==> src/rtl/fpga_cfg_pkg.sv <==
// Shared definitions for the configuration loader.
// Contents:
//   - default geometry of the fabric configuration array
//   - loader state enum
//   - wpr(): number of stream words that make up one configuration row
package fpga_cfg_pkg;

   localparam int DEF_ROW_W    = 320;
   localparam int DEF_NUM_ROWS = 172;
   localparam int DEF_WORD_W   = 32;
   localparam int DEF_SETTLE   = 10;

   typedef enum logic [2:0] {
      IDLE,
      FILL,
      APPLY,
      SETTLE_CFG,
      SETTLE_FF,
      DONE
   } state_e;

   function automatic int wpr(input int row_w, input int word_w);
      return row_w / word_w;
   endfunction

endpackage

==> src/rtl/fpga_cfg_loader_if.sv <==
// Bitstream word stream with a valid/ready handshake.
// A word transfers on a rising clock edge where in_valid & in_ready.
//   master : drives in_data / in_valid, receives in_ready (bitstream source)
//   slave  : receives in_data / in_valid, drives in_ready (the loader)
interface fpga_cfg_loader_if
   import fpga_cfg_pkg::*;
#(
   parameter int WORD_W = DEF_WORD_W
);
   logic [WORD_W-1:0] in_data;
   logic              in_valid;
   logic              in_ready;

   modport master (output in_data, output in_valid, input  in_ready);
   modport slave  (input  in_data, input  in_valid, output in_ready);
endinterface

==> src/rtl/fpga_cfg_row_asm.sv <==
// Assembles WORD_W-bit stream words into one ROW_W-bit configuration row.
// Word k of a row lands in bits [k*WORD_W +: WORD_W]: words enter at the MSB
// end of a right-shifting buffer. The buffer keeps the previous WPR-1 words;
// the WPR-th word is joined combinationally so the row is available on the
// same edge that accepts its last word. Requires ROW_W >= 2*WORD_W.
// Ports:
//   clock, rst : clock and asynchronous active-low reset
//   clr        : restart the word count for a new row
//   xfer       : a word is transferred this cycle
//   word       : the word being transferred
//   row_full   : this transfer completes the row
//   row_data   : assembled row (valid when row_full)
module fpga_cfg_row_asm
   import fpga_cfg_pkg::*;
#(
   parameter int ROW_W  = DEF_ROW_W,
   parameter int WORD_W = DEF_WORD_W
) (
   input  logic              clock,
   input  logic              rst,
   input  logic              clr,
   input  logic              xfer,
   input  logic [WORD_W-1:0] word,
   output logic              row_full,
   output logic [ROW_W-1:0]  row_data
);
   localparam int WPR   = wpr(ROW_W, WORD_W);
   localparam int BUF_W = ROW_W - WORD_W;
   localparam int CNT_W = $clog2(WPR + 1);

   logic [BUF_W-1:0] buf_q, buf_d;
   logic [CNT_W-1:0] cnt_q, cnt_d;

   assign row_data = {word, buf_q};
   assign row_full = xfer && (cnt_q == CNT_W'(WPR - 1));

   always_comb begin
      buf_d = buf_q;
      cnt_d = cnt_q;
      if (clr) begin
         cnt_d = '0;
      end else if (xfer) begin
         // Only a real transfer moves data, so an undriven in_data never
         // reaches the buffer.
         buf_d = row_data[ROW_W-1:WORD_W];
         cnt_d = cnt_q + CNT_W'(1);
      end
   end

   always_ff @(posedge clock or negedge rst) begin
      if (!rst) begin
         // NOTE: the buffer is a few hundred flops, not a RAM, so resetting
         // it is cheap and keeps configs_in free of unknowns after reset.
         buf_q <= '0;
         cnt_q <= '0;
      end else begin
         buf_q <= buf_d;
         cnt_q <= cnt_d;
      end
   end

endmodule

==> src/rtl/fpga_cfg_loader.sv <==
// Configuration loader upstream of the fpga fabric top.
// Pulls the bitstream from a valid/ready word stream, assembles rows and
// presents each row on configs_in with a one-hot configs_en walking from
// row 0 upward. After the last row it waits SETTLE cycles, raises ff_en,
// waits SETTLE more cycles and raises rdy.
// Ports:
//   clock, rst  : clock and asynchronous active-low reset
//   start       : one-cycle load request, honoured in IDLE or DONE
//   stream      : bitstream word stream (slave side)
//   configs_in  : row data to the fabric
//   configs_en  : one-hot row enable to the fabric
//   ff_en, rdy  : fabric flip-flop enable, configuration complete
//   busy        : load in progress
//   row_idx     : row currently being assembled
module fpga_cfg_loader
   import fpga_cfg_pkg::*;
#(
   parameter int ROW_W    = DEF_ROW_W,
   parameter int NUM_ROWS = DEF_NUM_ROWS,
   parameter int WORD_W   = DEF_WORD_W,
   parameter int SETTLE   = DEF_SETTLE
) (
   input  logic                        clock,
   input  logic                        rst,
   input  logic                        start,
   fpga_cfg_loader_if.slave            stream,
   output logic [ROW_W-1:0]            configs_in,
   output logic [NUM_ROWS-1:0]         configs_en,
   output logic                        ff_en,
   output logic                        rdy,
   output logic                        busy,
   output logic [$clog2(NUM_ROWS)-1:0] row_idx
);
   localparam int IDX_W = $clog2(NUM_ROWS);
   localparam int SET_W = (SETTLE > 1) ? $clog2(SETTLE) : 1;

   state_e              state_q, state_d;
   logic [ROW_W-1:0]    configs_in_q, configs_in_d;
   logic [NUM_ROWS-1:0] configs_en_q, configs_en_d;
   logic [IDX_W-1:0]    row_idx_q, row_idx_d;
   logic [SET_W-1:0]    settle_q, settle_d;
   logic                ff_en_q, ff_en_d;
   logic                rdy_q, rdy_d;
   logic                in_ready_q, in_ready_d;
   logic                busy_q, busy_d;

   logic                xfer;
   logic                asm_clr;
   logic                row_full;
   logic [ROW_W-1:0]    row_data;

   // in_ready_q is high exactly in FILL, so this is the FILL-state transfer.
   assign xfer = stream.in_valid && in_ready_q;

   fpga_cfg_row_asm #(
      .ROW_W  (ROW_W),
      .WORD_W (WORD_W)
   ) u_row_asm (
      .clock    (clock),
      .rst      (rst),
      .clr      (asm_clr),
      .xfer     (xfer),
      .word     (stream.in_data),
      .row_full (row_full),
      .row_data (row_data)
   );

   always_comb begin
      // NOTE: every _d starts as its _q, so no branch leaves a variable
      // unassigned and no latch is inferred.
      state_d      = state_q;
      configs_in_d = configs_in_q;
      configs_en_d = configs_en_q;
      row_idx_d    = row_idx_q;
      settle_d     = settle_q;
      ff_en_d      = ff_en_q;
      rdy_d        = rdy_q;
      asm_clr      = 1'b0;

      case (state_q)
         IDLE, DONE: begin
            if (start) begin
               state_d      = FILL;
               configs_en_d = NUM_ROWS'(1);
               row_idx_d    = '0;
               ff_en_d      = 1'b0;
               rdy_d        = 1'b0;
               asm_clr      = 1'b1;
            end
         end
         FILL: begin
            // configs_in moves only here, so it is stable through APPLY and
            // after the enable shift.
            if (row_full) begin
               configs_in_d = row_data;
               state_d      = APPLY;
            end
         end
         APPLY: begin
            asm_clr = 1'b1;
            if (row_idx_q == IDX_W'(NUM_ROWS - 1)) begin
               configs_en_d = '0;
               settle_d     = '0;
               state_d      = SETTLE_CFG;
            end else begin
               configs_en_d = configs_en_q << 1;
               row_idx_d    = row_idx_q + IDX_W'(1);
               state_d      = FILL;
            end
         end
         SETTLE_CFG: begin
            if (settle_q == SET_W'(SETTLE - 1)) begin
               settle_d = '0;
               ff_en_d  = 1'b1;
               state_d  = SETTLE_FF;
            end else begin
               settle_d = settle_q + SET_W'(1);
            end
         end
         SETTLE_FF: begin
            if (settle_q == SET_W'(SETTLE - 1)) begin
               settle_d = '0;
               rdy_d    = 1'b1;
               state_d  = DONE;
            end else begin
               settle_d = settle_q + SET_W'(1);
            end
         end
         default: state_d = IDLE;
      endcase

      // Handshake and status follow the next state so they are registered.
      in_ready_d = (state_d == FILL);
      busy_d     = (state_d != IDLE) && (state_d != DONE);
   end

   always_ff @(posedge clock or negedge rst) begin
      if (!rst) begin
         state_q      <= IDLE;
         configs_in_q <= '0;
         configs_en_q <= NUM_ROWS'(1);
         row_idx_q    <= '0;
         settle_q     <= '0;
         ff_en_q      <= 1'b0;
         rdy_q        <= 1'b0;
         in_ready_q   <= 1'b0;
         busy_q       <= 1'b0;
      end else begin
         // NOTE: non-blocking updates make every flop load its pre-edge
         // value, independent of statement order.
         state_q      <= state_d;
         configs_in_q <= configs_in_d;
         configs_en_q <= configs_en_d;
         row_idx_q    <= row_idx_d;
         settle_q     <= settle_d;
         ff_en_q      <= ff_en_d;
         rdy_q        <= rdy_d;
         in_ready_q   <= in_ready_d;
         busy_q       <= busy_d;
      end
   end

   assign stream.in_ready = in_ready_q;
   assign configs_in      = configs_in_q;
   assign configs_en      = configs_en_q;
   assign row_idx         = row_idx_q;
   assign ff_en           = ff_en_q;
   assign rdy             = rdy_q;
   assign busy            = busy_q;

endmodule

==> src/flat_wrapper.sv <==
// flat-port wrapper written by rule: the top's interface ports become plain ports
module fpga_cfg_loader_flat import fpga_cfg_pkg::*;
#(
   parameter int ROW_W    = DEF_ROW_W,
   parameter int NUM_ROWS = DEF_NUM_ROWS,
   parameter int WORD_W   = DEF_WORD_W,
   parameter int SETTLE   = DEF_SETTLE
)
  (clock, rst, start, configs_in, configs_en, ff_en, rdy, busy, row_idx, stream_in_data, stream_in_valid, stream_in_ready);
  fpga_cfg_loader_if #(.WORD_W(WORD_W)) stream_i ();
  input  logic clock;
  input  logic rst;
  input  logic start;
  output logic [ROW_W-1:0] configs_in;
  output logic [NUM_ROWS-1:0] configs_en;
  output logic ff_en;
  output logic rdy;
  output logic busy;
  output logic [$clog2(NUM_ROWS)-1:0] row_idx;
  input wire logic [$bits(stream_i.in_data)-1:0] stream_in_data;
  input wire logic [$bits(stream_i.in_valid)-1:0] stream_in_valid;
  output wire logic [$bits(stream_i.in_ready)-1:0] stream_in_ready;
  assign stream_i.in_data = stream_in_data;
  assign stream_i.in_valid = stream_in_valid;
  assign stream_in_ready = stream_i.in_ready;
  fpga_cfg_loader #(.ROW_W(ROW_W), .NUM_ROWS(NUM_ROWS), .WORD_W(WORD_W), .SETTLE(SETTLE)) u_core (.clock(clock), .rst(rst), .start(start), .stream(stream_i), .configs_in(configs_in), .configs_en(configs_en), .ff_en(ff_en), .rdy(rdy), .busy(busy), .row_idx(row_idx));
endmodule
==> config.mk <==
export PLATFORM = sky130hd
export DESIGN_NAME = fpga_cfg_loader_flat
export DESIGN_NICKNAME = d
export VERILOG_FILES = /design/src/rtl/fpga_cfg_pkg.sv /design/src/rtl/fpga_cfg_loader_if.sv /design/src/rtl/fpga_cfg_row_asm.sv /design/src/rtl/fpga_cfg_loader.sv /design/src/flat_wrapper.sv
export SDC_FILE = /design/constraint.sdc
export NUM_CORES = 1
export LEC_CHECK = 0
export ABC_AREA = 1
export CAP_MARGIN = 40
export CELL_PAD_IN_SITES_DETAIL_PLACEMENT = 1
export CELL_PAD_IN_SITES_GLOBAL_PLACEMENT = 2
export CORE_MARGIN = 4
export CORE_UTILIZATION = 30
export DETAILED_ROUTE_END_ITERATION = 7
export PLACE_DENSITY = 0.87
export SETUP_SLACK_MARGIN = 0.2
export SLEW_MARGIN = 10
export SYNTH_ARGS = -nofsm -noshare
export SYNTH_HDL_FRONTEND = slang
export SYNTH_SLANG_ARGS = --single-unit
==> constraint.sdc <==
create_clock -name clock -period 1.6 [get_ports clock]
set_clock_uncertainty 0.05 [all_clocks]
set_input_delay 0.32 -clock clock [delete_from_list [all_inputs] [get_ports clock]]
set_output_delay 0.32 -clock clock [all_outputs]
set_load 0.03 [all_outputs]
==> impl_summary.txt, run 1 <==
----------------------------------------------------
[Outcome]
  Outcome ... finished with violations
  Failing checks ... setup timing

[Worst setup path]
  Kind of start point of the critical path ... register
  Max stage delay on crit path ... 0.38 ns
  Number of buffers and inverters on the critical path ... 5
  Cell family with most CP delay ... buffers and inverters
  Data arrival time of the critical path ... 2.38 ns
  Critical-path top delay cell ... dfrtp_1
  Cells along the critical path ... inv_1 > ha_2 > nand3_2 > nor2_2 > buf_6 > nand2_8 > buf_12 > buf_16 > buf_8 > o21ai_1
  Worst Setup Path Type ... reg -> reg
  Worst R2R Setup Slack ... -0.31 ns
  Endpoint required time on the critical path ... 2.08 ns
  Crit. End Element ... register
  Crit Path Max Fanout ... 9

[Timing]
  Slew @ Worst Pin ... 0.430 ns
  Setup TNS after final layout ... -131.70 ns
  Setup ws final ... -0.306 ns
  Hold Slack ... 0.0635 ns
  Clock period minus worst slack ... 1.91 ns
  Count of final hold-check violations ... 0
  Highest achievable clock rate ... 525 MHz
  Relative max-transition margin ... 71.3%
  Final setup violation count ... 838
  Unrepaired setup endpoints after global routing ... true
  Count of pins over their slew limit ... 0
  Period Utilization, post-route ... 119%

[Yosys]
  Count of unique library cells instantiated by Yosys ... 28
  Post-Syn Instances ... 2797
  Mean cell area of the mapped netlist ... 10.7 um2
  Synthesis-stage register bit count ... 803
  Proportion of synthesized chip area in sequential cells ... 67.4%
  Net count after synthesis ... 2838
  YS warnings ... 0
  Post-synthesis instance area ... 0.0298 mm2

[Place]
  Number of port buffers ... 539
  Placed Cells incl. Taps ... 4615
  HPWL Detailed ... 69100 um
  Last weighted congestion value of the routability-driven placer ... 0.806

[Power]
  Internal power consumption ... 59.4 mW
  Proportion of power drawn by the clock network ... 21.4%
  Static leakage ... 21.9 nW
  Worst IR drop on VDD ... 1.02 mV
  Seq pwr share ... 35.4%
  Power density over the cells ... 2190 mW/mm2
  Switching power share of the total ... 40.4%
  Sw Pwr ... 40.2 mW
  Logic pwr share ... 43.2%

[Cells and area]
  Multi-input logic area ... 0.00813 mm2
  Count of fill cells added during filler insertion ... 10389
  Final net count ... 3661
  Fraction of layout instances using a drive strength above 1 ... 34.8%
  Final non-filler cell total ... 4984
  Register area ... 0.0201 mm2
  Layout overhead on the synthesized area ... 53.0%

[Floorplan]
  Placeable Area ... 0.0986 mm2
  Die X-Extent ... 323 um
  I/O pins ... 540
  Starting Density ... 30.3%
  Chip Height ... 323 um
  Die area ... 0.105 mm2
  Count of standard-cell rows ... 115

[Detailed routing]
  Number of optimization iterations in the first detailed-route pass ... 5
  Final ANT Viol Nets ... 0
  Final routed wire length divided by cell count ... 22.8 um
  Vias ... 23723
  Total wire length after detailed routing ... 113000 um
  Avg Vias per Cell ... 4.76
  Number of design-rule violations left by the first detailed-router iteration ... 1245
  DRC violations left ... 0

[Flow run]
  Max-cap violations ... 0

[Clocking]
  Maximum clock path buffer count ... 3
  Later-pin clock latency in the skew report ... 0.65 ns
  Clock tree from TritonCTS ... yes
  Total CTS buffers ... 90
  CTS sink count ... 803
  H-tree depth ... 3
  Clock root buffer ... clkbuf_16
  Clock transition at path regs ... 0.06 ns

[Hold path]
  Worst hold path type ... in -> async

[Global routing]
  Total routing usage reported by global routing ... 19.7%
  Gr ovfl total ... 0
  Initial antenna violation count ... 1
  Vias in the first global route ... 25479
  Maximum number of pins on one net before global-route repair ... 87
  First-pass GRT wire length ... 158000 um

----------------------------------------------------
## power groups by stage
stage               Clock (mW)  Combinational, mW  Sequential [mW]
floorplan                    0               10.2             41.8
global placement             0               35.4             34.0
detailed placement           0               36.3             34.3
CTS                       21.7               39.7             34.8
global route              22.8               45.9             36.2
finish                    21.3               43.1             35.2
## timing repair
action	4_1_cts	5_1_grt
pin swaps	8	0
setup buffers	106	32
setup endpoints to repair	1301	1303
cloned	22	39
endpoints found under the hold margin	475	0
hold buffers	1	0
resized for setup	2823	327
## flip-flops by register name (all words and copies together) (netlist names)
name,cells
u_core.configs_in,320
u_core.u_row_asm.buf_q,288
u_core.configs_en,172
u_core.row_idx,8
u_core.settle_q,4
u_core.u_row_asm.cnt_q,4
u_core.state_q,3
u_core.busy,1
u_core.ff_en,1
u_core.rdy,1
u_core.stream.in_ready,1
## cells by family after synthesis
| family | count (synthesis) | synth area share, % |
|---|---|---|
| DFF | 803 | 67.4 |
| AOI/OAI and AO/OA | 702 | 12.5 |
| and+or+nand+nor | 609 | 7.89 |
| buffers and inverters | 575 | 8.15 |
| muxes | 96 | 3.63 |
| xor gates and xnor gates | 7 | 0.206 |
| adders and majority gates | 5 | 0.210 |
## per-stage QoR
step	power, mW	setup slack [ns]	utilization (%)	cell area [um2]
3_5_place_dp	70.6	-0.642	38.8	38200
5_1_grt	105	-0.393	46.3	45600
4_1_cts	96.3	-0.318	44.2	43600
6_report	99.7	-0.306	46.3	45600
2_1_floorplan	52.0	-0.00732	-	30300
3_3_place_gp	69.4	-0.648	38.8	38200
## final timing paths
path | start | end | depth (start not counted)
min in group clock | stream_in_data[0] | u_core.u_row_asm.buf_q[256] | 3
min reg2reg | u_core.u_row_asm.buf_q[84] | u_core.u_row_asm.buf_q[52] | 2
max reg2reg | u_core.u_row_asm.cnt_q[1] | u_core.configs_in[275] | 10
max in group asynchronous | rst | u_core.configs_in[260] | 4
max | u_core.u_row_asm.cnt_q[1] | u_core.configs_in[275] | 10
min | rst | u_core.configs_en[95] | 2
## worst register-to-register path, stage by stage (launching register included)
cell,delay [ns]
dfrtp_1,0.38
inv_1,0.06
ha_2,0.18
nand3_2,0.08
nor2_2,0.09
buf_6,0.13
nand2_8,0.07
buf_12,0.17
buf_16,0.21
buf_8,0.14
o21ai_1,0.23
## placed cells by master (no fill, tap or decap), types with 19 or more instances in the layout
cell type / n
o22ai_1: 169
nand2_2: 44
dfrtp_1: 796
nand2_4: 49
buf_16: 31
buf_12: 118
mux2_2: 95
buf_4: 234
nand2_1: 473
clkdlybuf4s50_1: 34
clkbuf_16: 119
buf_8: 19
o21ai_1: 271
clkbuf_8: 24
clkbuf_1: 24
inv_1: 410
o21ai_2: 65
buf_6: 421
o21ai_0: 190
## cell usage after synthesis (all sizes together)
cell type  instances  area [um2]
dfrtp            802       20100
o22ai            170        1060
xnor2              2        17.5
o21bai             1        7.51
or2                3        18.8
nand4              3        18.8
buf              124         737
clkbuf            36         135
nand2            566        2140
nor3               1        10.0
o21ai            530        2660
xor2               5        43.8
o21a               1        7.51
mux2              96        1080
dfstp              1        26.3
ha                 5        62.6
nor2              24         106
inv              415        1560
nand3             12        60.1
## routing by layer
metal / global-route usage, % / share of wire [%] / up-vias
met5: 0 / 0 / -
met4: 8.26 / 4.5 / 0
met3: 4.29 / 4.9 / 212
met1: 23.4 / 39 / 12255
met2: 34.5 / 52 / 550
li1: - / - / 10706
## layout make-up
| type | count | share of cell area (%) |
|---|---|---|
| sequential | 803 | 44.1 |
| timing repair buffer | 888 | 24.4 |
| timing repair inverter | 1 | 0.0439 |
| antenna | 1 | 0.00549 |
| inverter | 415 | 3.47 |
| multi-input combinational | 1421 | 17.8 |
| clock inverter | 28 | 0.708 |
| tap | 1287 | 3.53 |
| clock buffer | 140 | 5.97 |
Power figures use the tool's default switching activity.
==> run 2: changes to the inputs <==
--- a/config.mk
+++ b/config.mk
@@ -12,6 +12,7 @@
 export CORE_MARGIN = 4
 export CORE_UTILIZATION = 30
 export DETAILED_ROUTE_END_ITERATION = 7
+export GPL_TIMING_DRIVEN = 0
 export PLACE_DENSITY = 0.87
 export SETUP_SLACK_MARGIN = 0.2
 export SLEW_MARGIN = 10
==> run 2 against run 1 <==
  * The flow finishes with violations (hold timing, setup timing)
  * Via count about the same
  * Sequential cell count stayed put
  * Critical path depth grew 1
  * Power rose by 0.38%
  * Wire length increased by 2.4%
==> impl_summary.txt, run 2 (synthesized netlist as in run 1, its figures left out) <==
----------------------------------------------------
[Global routing]
  GR met3 Demand/Resource ... 4.46%
  Met1 track demand over resource in global routing ... 25.9%
  Gr ovfl total ... 0
  Vias in the first global route ... 25686
  Total routing usage reported by global routing ... 21.2%
  Initial antenna violation count ... 3
  Maximum number of pins on one net before global-route repair ... 110
  Layer with the highest usage after global routing ... met2
  GR Layer Usage met2 ... 36.3%
  First-pass GRT wire length ... 167000 um

[Detailed routing]
  Total wire length after detailed routing ... 116000 um
  Avg Vias per Cell ... 4.74
  DRC violations left ... 0
  Final ANT Viol Nets ... 0
  Vias ... 23746
  Number of design-rule violations left by the first detailed-router iteration ... 1179
  Number of optimization iterations in the first detailed-route pass ... 5
  Final routed wire length divided by cell count ... 23.2 um

[Clocking]
  Total CTS buffers ... 92
  Clock transition at path regs ... 0.06 ns
  Later-pin clock latency in the skew report ... 0.67 ns
  Clock root buffer ... clkbuf_16
  Clock tree from TritonCTS ... yes
  H-tree depth ... 3
  Maximum clock path buffer count ... 3
  CTS sink count ... 803

[Worst setup path]
  Number of buffers and inverters on the critical path ... 5
  Depth of the worst register-to-register path ... 11
  Kind of start point of the critical path ... register
  Critical-path top delay cell ... dfrtp_1
  Crit. End Element ... register
  CP most frequent cell ... buf_12
  Worst R2R Setup Slack ... -0.32 ns
  Crit Path Max Fanout ... 10
  Max stage delay on crit path ... 0.38 ns
  Endpoint required time on the critical path ... 2.09 ns
  Cell family with most CP delay ... buffers and inverters
  Endpoint of the most critical register-to-register path ... u_core.configs_in[175]
  Data arrival time of the critical path ... 2.41 ns
  R2R Path Start ... u_core.u_row_asm.cnt_q[1]
  Cells along the critical path ... inv_1 > ha_2 > nand3_2 > nor2_4 > nand2_4 > buf_12 > buf_12 > buf_12 > buf_8 > nand2_1 > o21ai_0
  Worst Setup Path Type ... reg -> reg

[Floorplan]
  Starting Density ... 30.3%
  I/O pins ... 540
  Die X-Extent ... 323 um
  Count of standard-cell rows ... 115
  Chip Height ... 323 um
  Die area ... 0.105 mm2
  Placeable Area ... 0.0986 mm2

[Power]
  Worst IR drop on VDD ... 1.23 mV
  Final Power ... 100 mW
  Static leakage ... 22.2 nW
  Power density over the cells ... 2180 mW/mm2

[Outcome]
  Outcome ... finished with violations
  Failing checks ... hold timing, setup timing

[Timing]
  Count of pins over their slew limit ... 0
  Unrepaired setup endpoints after global routing ... true
  Slew @ Worst Pin ... 0.642 ns
  Hold Slack ... -0.488 ns
  Setup TNS after final layout ... -181.13 ns
  Clock period minus worst slack ... 1.92 ns
  Highest achievable clock rate ... 521 MHz
  Period Utilization, post-route ... 120%
  Count of final hold-check violations ... 249
  Final setup violation count ... 876
  Setup ws final ... -0.318 ns
  Relative max-transition margin ... 57.1%

[Cells and area]
  Finished layout cell area ... 0.0459 mm2
  Register area ... 0.0201 mm2
  Multi-input logic area ... 0.00857 mm2
  Commonest non-fill, non-tap cell in the layout ... dfrtp_1
  Layout overhead on the synthesized area ... 54.1%
  Final net count ... 3685
  Fraction of layout instances using a drive strength above 1 ... 37.7%
  Flip-flop count of the largest register after layout ... 320
  Most used cells in the layout excluding fill and tap cells ... 784 x dfrtp_1, 520 x buf_6, 416 x nand2_1
  Count of fill cells added during filler insertion ... 10399
  Final non-filler cell total ... 5012

[Place]
  Number of port buffers ... 539
  Post-placement worst setup slack ... -1.04 ns
  Last weighted congestion value of the routability-driven placer ... 0.828
  Instance area after placement ... 0.0375 mm2
  HPWL Detailed ... 78500 um
  Placed Cells incl. Taps ... 4632

[Hold path]
  Worst hold path type ... in -> async

[Flow run]
  Max-cap violations ... 0

----------------------------------------------------
-- run 2: cell types whose count changed in the layout (fill, tap and decap cells not counted), sizes merged, moves of 2 or more --
cell / before / now
dlygate4sd2: 0 / 23
bufbuf: 3 / 1
clkbuf: 167 / 196
diode: 1 / 3
inv: 419 / 416
clkinv: 15 / 23
nand2: 568 / 566
bufinv: 5 / 8
buf: 823 / 793
-- run 2: power by group --
group          switching, mW  internal [mW]
combinational           24.8           17.8
sequential              6.77           28.5
clock                   8.94           13.3
total                   40.5           59.6
-- run 2: metal layers --
layer  wire [um]  share of wire, %  vias up
li1            -                 -    10782
met1       46900                40    12304
met2       59000                51      480
met3        5610               4.8      180
met4        4660               4.0        0
met5           0                 0        -
-- run 2: area by class of cell --
cell class                      instances  share of cell area [%]
Clock buffer                          136                    6.03
Inverter                              415                    3.43
Multi-Input combinational cell       1419                    18.7
Sequential cell                       803                    43.8
Antenna cell                            3                  0.0163
Buffer                                160                    4.74
Clock inverter                         36                   0.932
Timing Repair Buffer                  753                    18.9
Tap cell                             1287                    3.51
-- run 2: repair_timing --
| action | CTS | global route |
|---|---|---|
| cloned | 17 | 30 |
| endpoints found under the setup margin | 1495 | 1521 |
| gates resized for setup | 3764 | 411 |
| endpoints found under the hold margin | 302 | 56 |
| pin swaps | 10 | 6 |
| buffers inserted | 145 | 11 |
-- run 2: worst max-delay path by stage --
stage / cells past startpoint / end / from
5_1_grt: 11 / u_core.configs_in[171] / u_core.u_row_asm.cnt_q[1]
6_report: 11 / u_core.configs_in[175] / u_core.u_row_asm.cnt_q[1]
4_1_cts: 11 / u_core.configs_in[202] / u_core.u_row_asm.cnt_q[1]
3_5_place_dp: 8 / u_core.configs_in[145] / stream_in_valid
3_3_place_gp: 1 / u_core.state_q[2] / rst
2_1_floorplan: 8 / u_core.configs_in[13] / u_core.u_row_asm.cnt_q[1]
-- run 2: per-stage QoR --
step	util [%]	hold WS, ns
after floorplan	-	-0.0256
after CTS	44.5	-0.530
after global placement	37.8	0.410
after detailed placement	38.1	0.196
after global routing	46.6	-0.489
final	46.6	-0.488
-- run 2: worst reg2reg max path, delay by kind of cell (launching register included) --
| kind | cells | cell delay, ns |
|---|---|---|
| AOI/OAI and AO/OA | 1 | 0.09 |
| adders and majority gates | 1 | 0.18 |
| buffers and inverters | 5 | 0.70 |
| DFF | 1 | 0.38 |
| and+or+nand+nor | 4 | 0.42 |
